$ cat config.mk
export PLATFORM = sky130hd
export DESIGN_NAME = x_300_mod_503_loader_flat
export DESIGN_NICKNAME = d
export VERILOG_FILES = /design/src/rtl/mod_503_pkg.sv /design/src/rtl/x_300_mod_503_loader_if.sv /design/src/rtl/x_300_mod_503.sv /design/src/rtl/x_300_mod_503_loader.sv /design/src/flat_wrapper.sv
export SDC_FILE = /design/constraint.sdc
export NUM_CORES = 2
export LEC_CHECK = 0
export ABC_AREA = 1
export BUFFER_PORTS_ARGS = -buffer_cell sky130_fd_sc_hd__buf_4
export CAP_MARGIN = 10
export CORE_MARGIN = 2
export CORE_UTILIZATION = 55
export DETAILED_ROUTE_END_ITERATION = 8
export PLACE_DENSITY_LB_ADDON = 0.12
export SLEW_MARGIN = 10
export SYNTH_ARGS = -nofsm -noshare
export SYNTH_HDL_FRONTEND = slang
export SYNTH_SLANG_ARGS = --single-unit
$ cat constraint.sdc
create_clock -name clk -period 245.1 [get_ports clk]
set_input_delay 12.255 -clock clk [delete_from_list [all_inputs] [get_ports clk]]
set_output_delay 12.255 -clock clk [all_outputs]
set_load 0.02 [all_outputs]
$ cat src/rtl/mod_503_pkg.sv
// Shared definitions for the 300-bit mod-503 loader.
// The package carries the modulus (503, prime), the residue width (0..502
// fits in 9 bits), the operand width (300 bits) and the loader FSM states.
// The helper mod_step performs one Horner step over a 9-bit chunk; since
// 2^9 mod 503 = 9, (acc*512 + chunk) mod 503 == (acc*9 + chunk) mod 503.
package mod_503_pkg;

  localparam int MOD   = 503;
  localparam int RES_W = 9;
  localparam int OP_W  = 300;

  typedef enum logic [1:0] {
    ST_COLLECT = 2'd0,
    ST_REDUCE  = 2'd1,
    ST_HOLD    = 2'd2
  } state_t;

  // acc < 503 and chunk < 512, so acc*9 + chunk <= 5029 and fits in 14 bits.
  function automatic logic [RES_W-1:0] mod_step(input logic [RES_W-1:0] acc,
                                                input logic [RES_W-1:0] chunk);
    logic [13:0] t;
    t = 14'(acc) * 14'd9 + 14'(chunk);
    return RES_W'(t % 14'(MOD));
  endfunction

endpackage

$ cat src/rtl/x_300_mod_503_loader_if.sv
// Beat-in / residue-out bus of the mod-503 loader.
//   in_valid/in_ready/in_data/in_last : upstream beat channel
//   out_valid/out_ready/out_r/out_err : downstream residue channel
//   dbg_state                         : loader FSM state, for observation only
// Handshake rule (both channels): a transfer happens on a rising clk edge
// where valid && ready. A source holds valid and its payload stable until
// the transfer; ready may change freely and is never a function of a
// not-yet-raised valid on the same channel.
// Modports: slave = the loader, master = the upstream/downstream side.
interface x_300_mod_503_loader_if
  import mod_503_pkg::*;
  #(parameter int WORD_W = 30);

  logic              in_valid;
  logic              in_ready;
  logic [WORD_W-1:0] in_data;
  logic              in_last;
  logic              out_valid;
  logic              out_ready;
  logic [RES_W-1:0]  out_r;
  logic              out_err;
  state_t            dbg_state;

  modport slave (
    input  in_valid, in_data, in_last, out_ready,
    output in_ready, out_valid, out_r, out_err, dbg_state
  );

  modport master (
    output in_valid, in_data, in_last, out_ready,
    input  in_ready, out_valid, out_r, out_err, dbg_state
  );

endinterface

$ cat src/rtl/x_300_mod_503.sv
// Combinational reducer: r = x mod 503 for any 300-bit x.
//   x : operand, bits [300:1] (bit 1 is the LSB)
//   r : residue, bits [9:1], always 0..502
// The operand is zero-padded to 34 chunks of 9 bits and folded MSB chunk
// first with mod_step, keeping the running value below 503 at every step,
// so the result is exact with no wide intermediate.
module x_300_mod_503
  import mod_503_pkg::*;
(
  input  logic [OP_W:1]  x,
  output logic [RES_W:1] r
);

  localparam int CHUNKS = (OP_W + RES_W - 1) / RES_W;

  logic [CHUNKS*RES_W-1:0] x_pad;
  logic [RES_W-1:0]        acc;

  always_comb begin
    x_pad = '0;
    acc   = '0;
    x_pad[OP_W-1:0] = x;
    for (int i = CHUNKS - 1; i >= 0; i--) begin
      acc = mod_step(acc, x_pad[i*RES_W +: RES_W]);
    end
    r = acc;
  end

endmodule

$ cat src/rtl/x_300_mod_503_loader.sv
// Frame loader: collects up to BEATS slices of WORD_W bits (LSB slice first)
// into a 300-bit operand, reduces it mod 503, and presents the residue.
//   clk, rst_n : clock, asynchronous active-low reset
//   bus        : slave side of x_300_mod_503_loader_if (beat in, residue out,
//                FSM state on dbg_state)
// Frame flow: COLLECT (in_ready=1) -> REDUCE (one cycle, residue captured)
// -> HOLD (out_valid=1 until out_ready) -> COLLECT.
// A frame ends on in_last or on beat BEATS-1; reaching BEATS-1 without
// in_last is flagged on out_err. The operand is zeroed when a result is
// handed off, so a short frame reads zero in its unwritten slices.
module x_300_mod_503_loader
  import mod_503_pkg::*;
#(
  parameter int WORD_W = 30,
  parameter int BEATS  = 10
) (
  input  logic clk,
  input  logic rst_n,
  x_300_mod_503_loader_if.slave bus
);

  state_t           state_q, state_d;
  logic [3:0]       cnt_q;
  logic [OP_W-1:0]  operand_q;
  logic             err_q;
  logic [RES_W-1:0] out_r_q;
  logic             run_q;      // low during reset, high from the first edge after
  logic [RES_W-1:0] residue;

  logic in_ready_int;
  logic accept;
  logic at_last_slot;
  logic frame_end;
  logic handoff;

  x_300_mod_503 u_reducer (
    .x (operand_q),
    .r (residue)
  );

  // ---------------------------------------------------------------- FSM
  always_ff @(posedge clk or negedge rst_n) begin
    if (!rst_n) state_q <= ST_COLLECT;
    else        state_q <= state_d;
  end

  always_comb begin
    in_ready_int = 1'b0;
    accept       = 1'b0;
    at_last_slot = 1'b0;
    frame_end    = 1'b0;
    handoff      = 1'b0;
    state_d      = state_q;

    at_last_slot = (cnt_q == 4'(BEATS - 1));
    in_ready_int = (state_q == ST_COLLECT) && run_q;
    accept       = bus.in_valid && in_ready_int;
    frame_end    = accept && (bus.in_last || at_last_slot);
    handoff      = (state_q == ST_HOLD) && bus.out_ready;

    case (state_q)
      ST_COLLECT: if (frame_end) state_d = ST_REDUCE;
      ST_REDUCE:  state_d = ST_HOLD;
      ST_HOLD:    if (handoff) state_d = ST_COLLECT;
      default:    state_d = ST_COLLECT;
    endcase
  end

  // ----------------------------------------------------------- datapath
  always_ff @(posedge clk or negedge rst_n) begin
    if (!rst_n) begin
      run_q     <= 1'b0;
      cnt_q     <= 4'd0;
      operand_q <= '0;
      err_q     <= 1'b0;
      out_r_q   <= '0;
    end else begin
      run_q <= 1'b1;

      if (accept) begin
        for (int k = 0; k < BEATS; k++) begin
          if (cnt_q == 4'(k)) operand_q[k*WORD_W +: WORD_W] <= bus.in_data;
        end
        if (frame_end) begin
          cnt_q <= 4'd0;
          err_q <= at_last_slot && !bus.in_last;
        end else begin
          cnt_q <= cnt_q + 4'd1;
        end
      end

      if (state_q == ST_REDUCE) out_r_q <= residue;

      // Clearing on the way back to COLLECT keeps the previous frame out of
      // the next one's unwritten slices and drops the stale error flag.
      if (handoff) begin
        operand_q <= '0;
        err_q     <= 1'b0;
      end
    end
  end

  assign bus.in_ready  = in_ready_int;
  assign bus.out_valid = (state_q == ST_HOLD);
  assign bus.out_r     = out_r_q;
  assign bus.out_err   = err_q;
  assign bus.dbg_state = state_q;

endmodule

$ cat src/flat_wrapper.sv
// flat-port wrapper written by rule: the top's interface ports become plain ports
module x_300_mod_503_loader_flat import mod_503_pkg::*;
#(
  parameter int WORD_W = 30,
  parameter int BEATS  = 10
)
  (clk, rst_n, bus_in_valid, bus_in_data, bus_in_last, bus_out_ready, bus_in_ready, bus_out_valid, bus_out_r, bus_out_err, bus_dbg_state);
  x_300_mod_503_loader_if #(.WORD_W(WORD_W)) bus_i ();
  input  logic clk;
  input  logic rst_n;
  input wire logic [$bits(bus_i.in_valid)-1:0] bus_in_valid;
  input wire logic [$bits(bus_i.in_data)-1:0] bus_in_data;
  input wire logic [$bits(bus_i.in_last)-1:0] bus_in_last;
  input wire logic [$bits(bus_i.out_ready)-1:0] bus_out_ready;
  output wire logic [$bits(bus_i.in_ready)-1:0] bus_in_ready;
  output wire logic [$bits(bus_i.out_valid)-1:0] bus_out_valid;
  output wire logic [$bits(bus_i.out_r)-1:0] bus_out_r;
  output wire logic [$bits(bus_i.out_err)-1:0] bus_out_err;
  output wire logic [$bits(bus_i.dbg_state)-1:0] bus_dbg_state;
  assign bus_i.in_valid = bus_in_valid;
  assign bus_i.in_data = bus_in_data;
  assign bus_i.in_last = bus_in_last;
  assign bus_i.out_ready = bus_out_ready;
  assign bus_in_ready = bus_i.in_ready;
  assign bus_out_valid = bus_i.out_valid;
  assign bus_out_r = bus_i.out_r;
  assign bus_out_err = bus_i.out_err;
  assign bus_dbg_state = bus_i.dbg_state;
  x_300_mod_503_loader #(.WORD_W(WORD_W), .BEATS(BEATS)) u_core (.clk(clk), .rst_n(rst_n), .bus(bus_i));
endmodule
After elaboration in Yosys (flattened, before gate mapping)
Index checks and enable logic that the tools add are counted.

Output and inout bits: 14. Word-level logic and storage cells: 181. Bits in registers: 317. Input bits: 35.

Reductions and logical operators: 33. Equality and inequality tests: 13. $mul: 33. Muxes and demuxes: 19. Add/sub/neg operators: 34. Div/mod/pow operators: 34.

Operator list (count): $mux W300 (2); $add A13 B9 Y14 (33); $mod A14 B9 Y14 const B (33); $mul A9 B4 Y13 const B (33); $mux W30 (10); $reduce_and A2 Y1 (12); $reduce_bool A2 Y1 (12); $eq A4 B3 Y1 const B (4); $mod A3 B9 Y14 const B (1); $eq A4 B2 Y1 const B (2); $eq A4 B4 Y1 const B (2); $pmux W2 S3 (1); $logic_and A1 B1 Y1 (5); $add A4 B1 Y4 const B (1); $eq A4 B1 Y1 const B (1); $logic_not A4 Y1 (1); $mux W2 (2); $mux W4 (1); $ne A2 B1 Y1 const B (2); $mux W1 (3); $eq A2 B1 Y1 const B (1); $eq A2 B2 Y1 const B (1); $logic_not A2 Y1 (1); $logic_not A1 Y1 (1); $logic_or A1 B1 Y1 (1).

Longest topological paths before layout
Depth after elaboration: 100. Depth in mapped cells: 1453. Gate-level depth less buffers: 1445.

Cells and area by module
Synthesis repeated with hierarchy kept, for this count alone.

Cell total of the unflattened synthesis: 11735. Area total of the unflattened synthesis: 81214.1 sq um.

Modules (own cells, without submodules): x_300_mod_503 (seq. area each 0.0 sq um, cells each 10292, area each 68680.9 sq um, instances 1); x_300_mod_503_loader (seq. area each 7932.6 sq um, cells each 1443, area each 12533.3 sq um, instances 1).

Worst setup path after synthesis
Ideal clock, no wire load.

Path kind: reg2reg. From: register u_core.operand_q[298]. To: register u_core.out_r_q[5], in the netlist u_core.bus.out_r[5]. Required time: 244.982 ns. Stages on the path, launching flop included: 1274. Path buffers: 10. Slack: 70.370 ns. Period minus slack after synthesis: 174.730 ns. Data arrival time: 174.612 ns. Cells stage by stage: dfrtp_1 -> ha_1 -> ha_1 -> inv_1 -> fa_1 -> inv_1 -> nand2_1 -> nand2_1 -> nand2_2 -> nand2_2 -> nand2_2 -> nor2_2 -> nand3_2 -> inv_1 -> nand2_1 -> nand2_1 -> mux2_2 -> ha_1 -> [... 1238 more ...] -> nand2_4 -> nand3_2 -> nand2_4 -> inv_4 -> nand2_2 -> nand2_1 -> inv_1 -> ha_1 -> nand3_1 -> nand2_2 -> nand2_1 -> inv_2 -> nand2_2 -> nand2_4 -> nand2_1 -> nand2_1 -> nand2_1 -> nand2_1.

Word-level cells in the longest chain between the ends: 100.

Ends and longest elaborated chain: start, declared (RTL line x_300_mod_503_loader.sv:24) `logic [OP_W-1:0] operand_q;`; start signal, assigned by index (RTL line x_300_mod_503_loader.sv:82) `if (cnt_q == 4'(k)) operand_q[k*WORD_W +: WORD_W] <= bus.in_data;`; $mod A3 B9 Y14 (RTL line mod_503_pkg.sv:23) `return RES_W'(t % 14'(MOD));`; $mul A9 B4 Y13 (RTL line mod_503_pkg.sv:22) `t = 14'(acc) * 14'd9 + 14'(chunk);`; $add A13 B9 Y14 (RTL line mod_503_pkg.sv:22); $mod A14 B9 Y14 (RTL line mod_503_pkg.sv:23); $mul A9 B4 Y13 (RTL line mod_503_pkg.sv:22); $add A13 B9 Y14 (RTL line mod_503_pkg.sv:22); $mod A14 B9 Y14 (RTL line mod_503_pkg.sv:23); $mul A9 B4 Y13 (RTL line mod_503_pkg.sv:22); [... 84 more ...]; $add A13 B9 Y14 (RTL line mod_503_pkg.sv:22); $mod A14 B9 Y14 (RTL line mod_503_pkg.sv:23); $mul A9 B4 Y13 (RTL line mod_503_pkg.sv:22); $add A13 B9 Y14 (RTL line mod_503_pkg.sv:22); $mod A14 B9 Y14 (RTL line mod_503_pkg.sv:23); $mul A9 B4 Y13 (RTL line mod_503_pkg.sv:22); $add A13 B9 Y14 (RTL line mod_503_pkg.sv:22); $mod A14 B9 Y14 (RTL line mod_503_pkg.sv:23); end signal, assigned (RTL line x_300_mod_503_loader.sv:92) `if (state_q == ST_REDUCE) out_r_q <= residue;`; end, declared (RTL line x_300_mod_503_loader.sv:26) `logic [RES_W-1:0] out_r_q;`.

Every way passes these cells. A chain may end at the register's enable or synchronous reset.

==> flow_summary.ini <==
[cts]
cts_setup_buffers = 0
numCtsBuffers = 44
clockBufferDepth = 3
cts.sinks = 317
cts_resized = 0
h-tree-depth = 2
clock_latency_ps = 620
cts.clk_slew.worst_paths_ps = 60
cts_root_buffer = clkbuf_16
holdBufCountCts = 0
cts_tree = built

[global_route]
grt_max_degree = 150
first_global_vias = 66700
track_usage_pct = 25.6
antenna_found_initial = 26
grtUsageMet1_pct = 33.0
grt_use_met3_pct = 2.59
overflow = 0
grt_util_met2_pct = 45.4
grt_first_pass_wirelength_um = 319000
grt.busiest_layer = met2

[yosys]
yosys_warnings = 0
ys_seq_area_share_pct = 9.93
synth_edf_count = 0
synth.area.top_cells = ha_1 (12%), nand2_1 (10%), dfrtp_1 (9.9%)
post_synth_num_cell_types = 92
synth_nets = 12500
syn_area_mm2 = 0.0799
ys_async_sr_fraction_pct = 100
avgSynthCellArea_um2 = 6.96
synth_top_cell_area_share_pct = 11.8
ys_seq_elements = 317
yosysTopAreaCell = ha_1
ys.flop_type = dfrtp_1
synthCells = 11500

[detailed_routing]
drc = 0
route.vias.total = 69700
dr.first_iter.drc_count = 3976
dr.pass1.iters = 5
wirelength_um = 189000
ant_nets = 0
wl_per_cell_um = 14.1
viasPerCell = 5.17

[sta]
setup_tns_ps = 0
worstMarginPinSlew_ps = 1040
fmaxAchievable_mhz = 5.04
slew_violations = 0
setup_viol = 0
maxSlewHeadroom_pct = 30.2
fin_crit_sh_pct = 81.0
fin_worst_skew_ps = 20.2
min_period_ps = 198570
finalHoldViolCount = 0
rsz0062_at_grt = false

[hold_path]
hold_depth = 2
worstHoldPathType = flop to flop
hp-start = u_core.operand_q[17]$_DFFE_PN0P_
holdPathEnd = u_core.operand_q[17]$_DFFE_PN0P_

[floorplanning]
io_pins = 49
start_util_pct = 55.5
num_rows = 139
die_area_mm2 = 0.148
fp.dieH_um = 385
die_x_um = 385
core_mm2 = 0.144

[outcome]
outcome = completed

[setup_path]
ff2ff_setup_slack_ps = 46530
reg2reg_to = u_core.bus.out_r[5]$_DFFE_PN0N_
cp.arrival_ps = 199090
slowest_delay_ps = 520
cp_slowest_cell = fa_1
end_kind = flop
crit_top_cell = inv_1
start_kind = flop
reg2reg_from = u_core.operand_q[298]$_DFFE_PN0P_
reg2regPathDepth = 1271
crit_type = flop to flop
path_buf_inv = 104
crit_cells = 779
cp_max_fo = 11
crit_required_ps = 245610
path_delay_family = simple AND/OR/NAND/NOR gates

[cells_and_area]
final_cell_mix = nand2_1 (2,116), inv_1 (2,000), nand3_1 (762)
drive_above_1_share_pct = 21.8
final_common_cell = nand2_1
syn_to_final_growth_pct = 5.46
finalNetCount = 12500

[placement]
port-buffer-count = 48
gp_congestion = 0.895
dpl.hpwl_um = 152000

[flow_run]
drv_cap = 0
[synthesized netlist by cell type (all sizes together) (21+ instances only)]
master / number
a21oi: 316
a31oi: 48
and2: 41
bufinv: 24
clkbuf: 66
clkinv: 46
dfrtp: 317
fa: 193
ha: 753
inv: 2205
nand2: 3386
nand3: 1080
nand3b: 47
nand4: 326
nor2: 926
nor3: 58
o211ai: 21
o21ai: 648
o21bai: 83
or2: 43
xnor2: 180
xor2: 570
[worst register-to-register path, delay by kind of cell, from the launching register on]
family / cells / cell delay, ps
adders and majority gates: 162 / 48360
DFF: 1 / 410
muxes: 8 / 3190
buffers and inverters: 180 / 12390
xor gates and xnor gates: 84 / 20940
AOI/OAI and AO/OA: 205 / 37880
and+or+nand+nor: 632 / 75320
[registers in the layout, summed over array words and instances, names as in the netlist]
signal,count
u_core.bus.out_r,9
u_core.operand_q,300
u_core.bus.out_err,1
u_core.bus.dbg_state,2
u_core.cnt_q,4
u_core.run_q,1
[how the worst max path moves through the flow]
stage                                            from                               to
floorplan           u_core.operand_q[298]$_DFFE_PN0P_  u_core.bus.out_r[5]$_DFFE_PN0N_
global placement    u_core.operand_q[298]$_DFFE_PN0P_  u_core.bus.out_r[5]$_DFFE_PN0N_
detailed placement  u_core.operand_q[298]$_DFFE_PN0P_  u_core.bus.out_r[5]$_DFFE_PN0N_
CTS                 u_core.operand_q[298]$_DFFE_PN0P_  u_core.bus.out_r[5]$_DFFE_PN0N_
global route        u_core.operand_q[298]$_DFFE_PN0P_  u_core.bus.out_r[5]$_DFFE_PN0N_
finish              u_core.operand_q[298]$_DFFE_PN0P_  u_core.bus.out_r[5]$_DFFE_PN0N_
[area by class of cell]
type                       count  area, um2
antenna                       20       50.0
clock inverter                27        447
inverter                    2277       9090
fill                       13500      59600
sequential                   317       7930
tap                         1903       2380
timing repair buffer          74        588
clock buffer                  52       1200
multi-input combinational   8808      62600
[per-layer routing]
layer | part of all wire [%] | vias to the layer above
li1 | - | 36500
met1 | 45 | 32000
met2 | 49 | 997
met3 | 4.2 | 211
met4 | 2.1 | 0
met5 | 0 | -
[per-stage QoR]
stage / cell area, um2 / utilization, % / instances / setup WS (ps) / hold WS (ps)
after floorplan: 79900 / - / 11500 / 70370 / 453
after global placement: 82500 / 57.4 / 13400 / 53060 / 467
after detailed placement: 82500 / 57.4 / 13400 / 47550 / 473
after CTS: 84200 / 58.5 / 13500 / 46860 / 487
after global routing: 84200 / 58.5 / 13500 / 26420 / 508
final: 84300 / 58.6 / 13500 / 46530 / 480
[cell families (layout without fill, tap and decap cells)]
kind of cell / Yosys count / in the layout / synth area share [%]
buf+inv: 2358 / 2430 / 12.0
xor+xnor: 750 / 750 / 8.29
mux: 14 / 14 / 0.211
fa+ha+maj: 946 / 946 / 16.6
other cells: 1 / 21 / 0.00469
simple gates: 5920 / 5920 / 43.9
flops: 317 / 317 / 9.93
compound gates: 1177 / 1177 / 9.07
Power is left out: the tool's default activity adds up to more than one toggle a clock period on the data nets, which glitch-free logic cannot reach.
